File: src/rtl/prog_clock_div_pkg.sv
// Shared types for the programmable multi-channel clock divider.
// Output mode encoding plus the helper that advances an output level at a terminal count.
package prog_clock_div_pkg;

    typedef enum logic {
        MODE_CLOCK  = 1'b0,
        MODE_STROBE = 1'b1
    } mode_e;

    // Output level after a terminal count that does not change the mode.
    function automatic logic next_level(input mode_e mode, input logic level);
        return (mode == MODE_STROBE) ? 1'b1 : ~level;
    endfunction

endpackage

File: src/rtl/clock_div_chan.sv
// One divider channel: counter, active/shadow ratio+mode, registered out/tick/pending.
// Shadow config is only promoted at a terminal count, on sync, or while disabled.
module clock_div_chan
    import prog_clock_div_pkg::*;
#(
    parameter int unsigned      DIV_W        = 16,
    parameter logic [DIV_W-1:0] DEFAULT_DIV  = '0,
    parameter mode_e            DEFAULT_MODE = MODE_CLOCK
) (
    input  logic           clk,
    input  logic           rst,
    input  logic           en,
    input  logic           sync,
    input  logic           wr,
    input  logic [DIV_W:0] wdata,
    output logic           out,
    output logic           tick,
    output logic           pending
);

    typedef struct packed {
        mode_e            mode;
        logic [DIV_W-1:0] div;
    } chan_cfg_t;

    localparam chan_cfg_t DEFAULT_CFG = '{mode: DEFAULT_MODE, div: DEFAULT_DIV};

    chan_cfg_t        act_cfg;
    chan_cfg_t        shd_cfg;
    chan_cfg_t        wr_cfg;
    logic [DIV_W-1:0] cnt;
    logic             terminal;
    logic             mode_change;

    assign wr_cfg      = chan_cfg_t'(wdata);
    assign terminal    = (cnt == act_cfg.div);
    assign mode_change = pending && (shd_cfg.mode != act_cfg.mode);

    always_ff @(posedge clk or posedge rst) begin
        if (rst) begin
            cnt     <= '0;
            act_cfg <= DEFAULT_CFG;
            shd_cfg <= DEFAULT_CFG;
            pending <= 1'b0;
            out     <= 1'b0;
            tick    <= 1'b0;
        end else if (sync || !en) begin
            cnt     <= '0;
            out     <= 1'b0;
            tick    <= 1'b0;
            pending <= 1'b0;
            // A write in this cycle lands after the apply, so it wins outright.
            if (wr) begin
                act_cfg <= wr_cfg;
                shd_cfg <= wr_cfg;
            end else begin
                act_cfg <= shd_cfg;
            end
        end else begin
            if (terminal) begin
                cnt  <= '0;
                tick <= 1'b1;
                if (pending) begin
                    act_cfg <= shd_cfg;
                    pending <= 1'b0;
                end
                // A mode switch parks the output low for this one boundary.
                if (mode_change) begin
                    out <= 1'b0;
                end else begin
                    out <= next_level(act_cfg.mode, out);
                end
            end else begin
                cnt  <= cnt + DIV_W'(1);
                tick <= 1'b0;
                if (act_cfg.mode == MODE_STROBE) begin
                    out <= 1'b0;
                end
            end
            // Terminal above consumed the old shadow; this write waits for the next one.
            if (wr) begin
                shd_cfg <= wr_cfg;
                pending <= 1'b1;
            end
        end
    end

endmodule

File: src/rtl/prog_clock_div.sv
// Multi-channel programmable clock/strobe divider with glitch-free shadowed reconfiguration.
// The top only decodes the config channel select and fans out to per-channel dividers.
module prog_clock_div
    import prog_clock_div_pkg::*;
#(
    parameter int unsigned NUM_CH       = 4,
    parameter int unsigned DIV_W        = 16,
    parameter int unsigned DEFAULT_DIV  = 0,
    parameter int unsigned DEFAULT_MODE = 0
) (
    input  logic                                          clock_in_i,
    input  logic                                          reset_i,
    input  logic [NUM_CH-1:0]                             en_i,
    input  logic                                          sync_i,
    input  logic                                          cfg_we_i,
    input  logic [((NUM_CH > 1) ? $clog2(NUM_CH) : 1)-1:0] cfg_ch_i,
    input  logic [DIV_W-1:0]                              cfg_div_i,
    input  logic                                          cfg_mode_i,
    output logic [NUM_CH-1:0]                             clock_out_o,
    output logic [NUM_CH-1:0]                             tick_o,
    output logic [NUM_CH-1:0]                             cfg_pending_o
);

    localparam int unsigned CH_W = (NUM_CH > 1) ? $clog2(NUM_CH) : 1;
    localparam mode_e RESET_MODE = (DEFAULT_MODE != 0) ? MODE_STROBE : MODE_CLOCK;

    logic             ch_ok;
    logic [DIV_W:0]   wdata;
    logic [NUM_CH-1:0] wr;

    // Selects beyond the last channel are dropped (reachable when NUM_CH is not a power of two).
    assign ch_ok = (32'(cfg_ch_i) < NUM_CH);
    assign wdata = {cfg_mode_i, cfg_div_i};

    for (genvar g = 0; g < NUM_CH; g++) begin : g_chan
        assign wr[g] = cfg_we_i && ch_ok && (cfg_ch_i == CH_W'(g));

        clock_div_chan #(
            .DIV_W        (DIV_W),
            .DEFAULT_DIV  (DIV_W'(DEFAULT_DIV)),
            .DEFAULT_MODE (RESET_MODE)
        ) u_chan (
            .clk     (clock_in_i),
            .rst     (reset_i),
            .en      (en_i[g]),
            .sync    (sync_i),
            .wr      (wr[g]),
            .wdata   (wdata),
            .out     (clock_out_o[g]),
            .tick    (tick_o[g]),
            .pending (cfg_pending_o[g])
        );
    end

endmodule

File: config.mk
export PLATFORM = sky130hd
export DESIGN_NAME = prog_clock_div
export DESIGN_NICKNAME = d
export VERILOG_FILES = /design/src/rtl/prog_clock_div_pkg.sv /design/src/rtl/clock_div_chan.sv /design/src/rtl/prog_clock_div.sv
export SDC_FILE = /design/constraint.sdc
export NUM_CORES = 1
export LEC_CHECK = 0
export ABC_AREA = 1
export CAP_MARGIN = 30
export CORE_MARGIN = 2
export CORE_UTILIZATION = 54
export CTS_BUF_LIST = sky130_fd_sc_hd__clkbuf_16
export CTS_CLUSTER_DIAMETER = 50
export CTS_CLUSTER_SIZE = 40
export DETAILED_ROUTE_END_ITERATION = 10
export MAX_ROUTING_LAYER = met4
export PLACE_DENSITY_LB_ADDON = 0.05
export SETUP_SLACK_MARGIN = 0.02
export SYNTH_ARGS = -nofsm -noshare
export SYNTH_HDL_FRONTEND = slang
export SYNTH_HIERARCHICAL = 1
export SYNTH_SLANG_ARGS = --single-unit
File: constraint.sdc
create_clock -name clock_in_i -period 1.92 [get_ports clock_in_i]
set_input_delay 0.384 -clock clock_in_i [delete_from_list [all_inputs] [get_ports clock_in_i]]
set_output_delay 0.384 -clock clock_in_i [all_outputs]
set_load 0.02 [all_outputs]
# Word-level counts from Yosys, hierarchy flattened
# Cells that the tools add are included.
[totals]
regBits = 212
latch_bits = 0
ramBits = 0
romBits = 0
input_bits = 27
out_inout_bits = 12
word_cells = 152
memories = 0
[classes]
add_sub_neg = 4
mul = 0
n_div = 0
order_cmp = 0
eq_ne = 11
n_shift = 0
muxes = 64
n_bitwise = 4
n_reduce_logical = 37
[ops]
columns = ["cell", "count"]
rows = [
  ["17-bit two-way mux", 16],
  ["16-bit two-way mux", 8],
  ["16-bit by 1-bit adder with 16-bit output (second input constant)", 4],
  ["16-bit equality test", 4],
  ["1-bit two-way mux", 40],
  ["3-bit nonzero test", 8],
  ["2-bit nonzero test", 8],
  ["1-bit logical AND", 8],
  ["2-bit AND reduction", 4],
  ["2-bit equality test (second input constant)", 2],
  ["1-bit zero test", 4],
  ["1-bit logical OR", 4],
  ["1-bit inequality test", 4],
  ["1-bit NOT", 4],
  ["2-bit by 1-bit equality test with 1-bit output (second input constant)", 1],
  ["2-bit zero test", 1],
]

# Logic depth before layout (Yosys ltp)
# Gate-level depths: netlist of run 1.
[depth]
ltp_word = 5
mapped_depth = 11
ltp_nobuf = 10

# By module
# Netlist of run 1, hierarchy kept.
[by_module_without_submodules]
columns = ["module", "instances", "cells_per_inst", "area_each_um2", "seq_area_each_um2"]
rows = [
  ["clock_div_chan", 4, 384, 2812.7, 1326.3],
  ["prog_clock_div", 1, 8, 30.0, 0.0],
]

# Worst setup path after synthesis of run 1
# No wires, ideal clock.
[synth_timing]
kind = "reg2reg"
startpoint = "reg g_chan[0].u_chan.cnt[0]"
endpoint = "reg g_chan[0].u_chan.cnt[14]"
setup_time_ps = 118
arrival_time_ps = 1359
required_ps = 1802
slack_ps = 442
stages_incl_launch_ff = 8
path_buffers = 0
synth_period_minus_slack_ps = 1478
cell_sequence = "dfrtp_1 ha_1 nand2_1 nor2_1 nand3_1 nor3_1 xor2_1 nor2_1"
[synth_between]
elab_chain_cells = 3
word_cells_on_any_way = 4
cone_classes = "add/sub (1); eq/ne (1); mux (2)"
[synth_rtl]
columns = ["element", "line_no", "source"]
rows = [
  ["start: declaration", "clock_div_chan.sv:31", "logic [DIV_W-1:0] cnt;"],
  ["start signal: assignment", "clock_div_chan.sv:74", "cnt <= cnt + DIV_W'(1);"],
  ["16-bit by 1-bit adder with 16-bit output / 16-bit equality test (equally long branches)", "clock_div_chan.sv:74, clock_div_chan.sv:36", ""],
  ["16-bit two-way mux *", "clock_div_chan.sv:60", "if (terminal) begin"],
  ["16-bit two-way mux *", "clock_div_chan.sv:47", "end else if (sync || !en) begin"],
]
# Every way passes the cells marked *; elsewhere a longest branch is shown, timed or not.
# A chain may end at the register's enable or synchronous reset.

# Final worst setup path of run 1
[layout_timing]
startpoint = "reg g_chan[1].u_chan.tick"
endpoint = "out tick_o[1]"
[layout_lines]
columns = ["element", "line_no", "source"]
rows = [
  ["start: declaration", "clock_div_chan.sv:17", "output logic tick,"],
  ["start signal: assignment", "clock_div_chan.sv:46", "tick <= 1'b0;"],
  ["start signal: assignment", "clock_div_chan.sv:50", "tick <= 1'b0;"],
  ["start signal: assignment", "clock_div_chan.sv:62", "tick <= 1'b1;"],
  ["end: declaration", "prog_clock_div.sv:20", "output logic [NUM_CH-1:0] tick_o,"],
]
# No word-level cell between the ends.

==> metrics, run 1 <==
# rows 52; worst slew pin tran 390 ps; crit-path max cell delay 600 ps; RSZ-0062 raised after global routing false; DRC violations left 0; first-pass GRT wire length 43500 um; Netlist Area Pre-Place 11300 um^2; share of cells above drive strength 1 0.0879; Power Density 920 nW/um^2; post-CTS setup buffer count 0; GPL Wtd Cong 0.824; Slew Viols, Final 0; CP max stage cell clkdlybuf4s50_1; Total GRT Usage 0.248; Power Total 12.1 mW; starting density of the core 0.554; gate family responsible for the most delay along the worst path buffers and inverters; First DRT Iteration DRCs 615; worst skew pair latency 520 ps; Pre-Repair DR Iteration Count 5; Synth Area in Adders 0.00444; Congestion Overflow GR 0; Worst Skew 8.81 ps; Die Wd 149 um; DR vias 9598; kind of critical path reg -> out; Main synth FF type dfrtp_1; ANT cells 0; Fmax achieved 545 MHz; Max-Cap Viols 0; HP Class in -> async; wire per inst 13.7 um; static leakage 6.54 nW; htree depth 1; worst-path cell chain clkdlybuf4s50_1; Worst Path Buf+Inv 1; number of global-route vias before repair 8865; Via-to-Cell Ratio 5.09; FF+latch count, synth 212; Clock Root Buffer clkbuf_16; fin util 0.643; Yosys cell types 28; total CTS buffers 25; post-synthesis sequential area ratio 0.470; core area 20400 um^2; Area Overhead vs Synth 16.1%; die height 149 um; nets@finish 1628; Slew headroom 0.739; CTS tree yes; largest net degree at the start of global routing 54; Finish-stage setup viols 0; Compound-Gate Fraction of Synth Area 0.0665; Bufs on Longest Clock Path 3; Synth Instances 1544; Worst setup SP type register; CP arrival 1450 ps; Mapped Nets 1575; initial antenna violation count 0; Synth Area per Inst 7.31 um^2; period utilization 0.956; Final Hold Vio Count 0; fraction of registers with async set/reset 1.00; CP Data Required Time 1540 ps; Clock Sinks 212; Antenna Nets Post-Route 0; Top Ports 39; I/O Buffers 38; xor and xnor area share after synthesis 0.0280; mux cell area share after synthesis 0; CTS clk-pin slew, worst paths 60 ps; Post-synth EDFFs 0; VDD IR max 715 uV; final wirelength 25800 um; Synth warnings 6; CTS Hold Bufs 0; combinational family with the most area after synthesis simple AND/OR/NAND/NOR gates; CP Capture Type output port; run status completed; Fillers 1860; full die area 22100 um^2; DP HPWL 17600 um; crit-path max FO 1; Period minus WS final 1840 ps; post-synthesis simple-gate area fraction 0.321
[sequential cells by signal, summed over array words and instances, names as in the netlist]
register,flops
g_chan.u_chan/pending,4
g_chan.u_chan/cnt,64
g_chan.u_chan/out,4
g_chan.u_chan/tick,4
g_chan.u_chan/shd_cfg,68
g_chan.u_chan/act_cfg,68
[power by group]
group          switching (mW)  total (mW)  internal, mW  leakage (nW)
Clock                    2.00        5.09          3.09         0.426
Sequential              0.294        5.24          4.94          2.75
Combinational            1.07        1.72         0.651          3.36
Total                    3.36        12.1          8.69          6.54
[synthesized netlist by cell type (12+ instances only)]
| cell type | number | area share |
|---|---|---|
| buf_2 | 12 | 0.0053 |
| clkbuf_1 | 20 | 0.0067 |
| dfrtp_1 | 212 | 0.47 |
| inv_1 | 206 | 0.069 |
| inv_2 | 20 | 0.0067 |
| nand2_1 | 454 | 0.15 |
| nand3_1 | 164 | 0.073 |
| nand4_1 | 12 | 0.0067 |
| nor2_1 | 172 | 0.057 |
| nor3_1 | 24 | 0.011 |
| o21ai_0 | 124 | 0.055 |
| o21ai_1 | 16 | 0.0071 |
| xor2_1 | 36 | 0.028 |
[repair_timing]
| item | in CTS | in global routing |
|---|---|---|
| cloned | 0 | 0 |
| endpoints found under the hold margin | 0 | 0 |
| setup endpoints to repair | 8 | 11 |
| resized for setup | 8 | 2 |
[layout make-up]
type                            count  area, um^2  area share
Timing Repair Buffer               82         938      0.0717
Inverter                          230         863      0.0659
Tap cell                          270         338      0.0258
Clock buffer                       25         626      0.0478
Multi-Input combinational cell   1046        4760       0.364
Sequential cell                   212        5310       0.405
Clock inverter                     21         264      0.0202
[path summary, 6_finish.rpt]
kind / endpoint / slack (ps) / startpoint / cells after the start
worst min register to register: g_chan[0].u_chan/cnt[0] / 510 / g_chan[0].u_chan/cnt[0] / 1
max in group asynchronous: g_chan[3].u_chan/cnt[10] / 1120 / reset_i / 3
worst max-delay path: tick_o[1] / 80 / g_chan[1].u_chan/tick / 1
worst max register to register: g_chan[3].u_chan/act_cfg[1] / 210 / g_chan[3].u_chan/cnt[10] / 11
min in group clock_in_i: g_chan[0].u_chan/cnt[0] / 510 / g_chan[0].u_chan/cnt[0] / 1
worst min-delay path: g_chan[3].u_chan/shd_cfg[5] / 370 / reset_i / 2
[stage by stage]
step | TNS, ps | std cells | setup slack [ps] | cell area [um^2] | hold slack, ps
final | 0 | 1886 | 83.6 | 13100 | 368
after CTS | 0 | 1886 | 52.9 | 13100 | 354
after global placement | -5.75 | 1840 | -5.75 | 12200 | 497
after detailed placement | -145 | 1840 | -50.0 | 12200 | 503
after floorplan | 0 | 1544 | 250 | 11300 | 471
after global routing | 0 | 1886 | 37.3 | 13100 | 379
[metal layers]
metal  vias to the layer above  part of all wire  GRT usage
met4                         0             0.016     0.0524
met3                        34             0.049     0.0313
li1                       4896                 -          -
met2                       203              0.46      0.380
met1                      4465              0.47      0.357
met5                         -                 0          -
[cells in the final DEF (no fill, tap or decap), drive strengths merged]
master,synthesis,routed
a21oi,4,4
a22oi,4,4
and3,4,4
buf,32,44
bufinv,0,5
clkbuf,24,25
clkdlybuf4s50,0,30
clkinv,4,10
clkinvlp,0,4
dfrtp,212,212
dlygate4sd2,0,8
ha,4,4
inv,226,232
nand2,466,466
nand3,168,168
nand4,12,12
nor2,184,184
nor3,24,24
o21ai,140,140
xor2,36,36
[kinds of logic after synthesis]
logic type,Yosys count
adders and majority gates,4
and+or+nand+nor,858
DFF,212
AOI/OAI and AO/OA,148
xor gates and xnor gates,36
buffers and inverters,286
No activity file was read; power rests on OpenSTA's default activity.
==> run 2, diff against run 1 <==
--- a/config.mk
+++ b/config.mk
@@ -7,11 +7,9 @@
 export LEC_CHECK = 0
 export ABC_AREA = 1
 export CAP_MARGIN = 30
-export CORE_MARGIN = 2
 export CORE_UTILIZATION = 54
 export CTS_BUF_LIST = sky130_fd_sc_hd__clkbuf_16
 export CTS_CLUSTER_DIAMETER = 50
-export CTS_CLUSTER_SIZE = 40
 export DETAILED_ROUTE_END_ITERATION = 10
 export MAX_ROUTING_LAYER = met4
 export PLACE_DENSITY_LB_ADDON = 0.05
==> run 2 against run 1 <==
  * Count of clock-buffer cells in the layout increased by 2
  * Total power decreased by 0.92%
  * Non-clock buffer count increased by 1
  * First-iteration DRC count increased by 2.0%
  * Global-route usage increased by 0.49 points
  * Register-to-register slack about the same
  * Largest power group unchanged
==> metrics, run 2 (synthesis gave the netlist of run 1 again) <==
Int Pwr 8.67 mW (-0.18%); starting density of the core 0.554 (unchanged); final cell count without fillers 1885 (-0.053%); DRC violations left 0 (unchanged); HP Class in -> async; worst-path cell chain clkdlybuf4s50_1; Worst Skew 7.19 ps (-1.62 ps); Slew headroom 0.741 (+0.00236); Max-Cap Viols 0 (unchanged); Worst Path Buf+Inv 1 (unchanged); Finish-stage setup viols 0 (unchanged); RSZ-0062 raised after global routing false; I/O Buffers 38 (unchanged); commonest non-fill, non-tap cells in the layout 454 x nand2_1, 212 x dfrtp_1, 205 x inv_1; VDD IR max 636 uV (-11%); Clock Root Buffer clkbuf_16; Total GRT Usage 0.253 (+0.00493); sw power 3.27 mW (-2.8%); Power Density 914 nW/um^2 (-0.66%); static leakage 6.55 nW (+0.16%); DP HPWL 17400 um (-0.70%); Fmax achieved 545 MHz (+0.13%); htree depth 1 (unchanged); First DRT Iteration DRCs 627 (+2.0%); worst skew pair latency 520 ps (about the same); DR vias 9590 (-0.083%); period utilization 0.955 (-0.00124); first-pass GRT wire length 42900 um (-1.3%); GPL Wtd Cong 0.841 (+2.1%); Congestion Overflow GR 0 (unchanged); placed cell count 1841 (+0.054%); CTS tree yes; Setup TNS 0 ps (unchanged); # rows 52 (unchanged); initial antenna violation count 0 (unchanged); largest net degree at the start of global routing 54 (unchanged); Via-to-Cell Ratio 5.09 (about the same); dpl ws 9.67 ps (+59.7 ps); full die area 21500 um^2 (-2.7%); Fillers 1818 (-2.3%); setup slack after layout 86.0 ps (+2.38 ps); Clock Sinks 212 (unchanged); worst hold slack 431 ps (+62.7 ps); number of global-route vias before repair 8966 (+1.1%); Final Hold Vio Count 0 (unchanged); kind of critical path reg -> out; run status completed; switching share of power 0.274 (-0.00539); Antenna Nets Post-Route 0 (unchanged); CP arrival 1450 ps (about the same); Layout Cell Area excl Fill 13100 um^2 (-0.27%); CP Data Required Time 1540 ps (about the same); gate family responsible for the most delay along the worst path buffers and inverters; die height 147 um (-1.3%); crit-path max cell delay 610 ps (about the same); total CTS buffers 27 (+8.0%); Area Overhead vs Synth 15.8%; Pre-Repair DR Iteration Count 5 (unchanged); leading cell type in the layout, fill and taps excluded nand2_1; combinational power share 0.145 (+0.002); CP Capture Type output port; share of cells above drive strength 1 0.0861 (-0.00180); final wirelength 25600 um (-0.55%); crit-path max FO 1 (unchanged); Die Wd 147 um (-1.3%); Slew Viols, Final 0 (unchanged); clock share of power 0.417 (-0.005); core area 20400 um^2 (unchanged); Power Total 11.9 mW (-0.92%); Worst setup SP type register; wire per inst 13.6 um (-0.49%); area post-placement 12200 um^2 (about the same); CP max stage cell clkdlybuf4s50_1; Bufs on Longest Clock Path 3 (unchanged); worst slew pin tran 387 ps (-3.52 ps); fin util 0.641 (-0.00172); CTS clk-pin slew, worst paths 60 ps (about the same); nets@finish 1631 (+0.18%); Top Ports 39 (unchanged); Largest regs g_chan.u_chan/act_cfg: 68 flops, g_chan.u_chan/shd_cfg: 68 flops, g_chan.u_chan/cnt: 64 flops; Period minus WS final 1830 ps (-2.38 ps); CTS Hold Bufs 0 (unchanged); ANT cells 0 (unchanged); sequential share of power 0.439 (+0.004)
-- run 2: changes by cell type in the layout (fill, tap and decap cells not counted), moves of 2 or more --
| cell | delta |
|---|---|
| buf_4 | +2 |
| clkinv_4 | -2 |
| clkinvlp_4 | -3 |
| clkinv_2 | +2 |
| clkbuf_16 | +2 |
| inv_1 | +2 |
-- run 2: worst paths after layout --
path | startpoint | to | slack, ps | cells after the start
max reg2reg | g_chan[0].u_chan/cnt[10] | g_chan[0].u_chan/act_cfg[5] | 220 | 9
min | reset_i | g_chan[3].u_chan/shd_cfg[2] | 430 | 3
min reg2reg | g_chan[3].u_chan/cnt[0] | g_chan[3].u_chan/cnt[0] | 500 | 1
max in group asynchronous | reset_i | g_chan[3].u_chan/cnt[9] | 1230 | 3
max | g_chan[1].u_chan/tick | tick_o[1] | 90 | 1
min in group clock_in_i | g_chan[3].u_chan/cnt[0] | g_chan[3].u_chan/cnt[0] | 500 | 1
-- run 2: repair_timing --
action,CTS,global route
endpoints found under the setup margin,8,2
gates resized for setup,8,1
setup buffers,0,0
pin swaps,0,0
-- run 2: final cells by class --
type / instances / area, um^2 / area share
flip-flops and latches: 212 / 5310 / 0.406
clock buffers: 27 / 676 / 0.0517
inverters: 230 / 863 / 0.0661
well taps: 270 / 338 / 0.0259
clock inverters: 17 / 191 / 0.0147
multi-input cells: 1046 / 4750 / 0.364
repair buffers: 83 / 933 / 0.0715
-- run 2: power groups by stage --
stage / sequential, mW / clock (mW) / combinational (mW)
detailed placement: 5.32 / 0 / 1.72
finish: 5.24 / 4.98 / 1.73
floorplan: 5.22 / 0 / 1.26
CTS: 5.24 / 5.09 / 1.74
global placement: 5.30 / 0 / 1.68
global route: 5.29 / 5.26 / 2.02
-- run 2: per-layer routing --
| layer | wire [um] | vias to the layer above | global-route usage |
|---|---|---|---|
| li1 | - | 4904 | - |
| met1 | 12100 | 4487 | 0.353 |
| met2 | 12000 | 174 | 0.396 |
| met3 | 1160 | 25 | 0.0300 |
| met4 | 333 | 0 | 0.0547 |
| met5 | 0 | - | - |
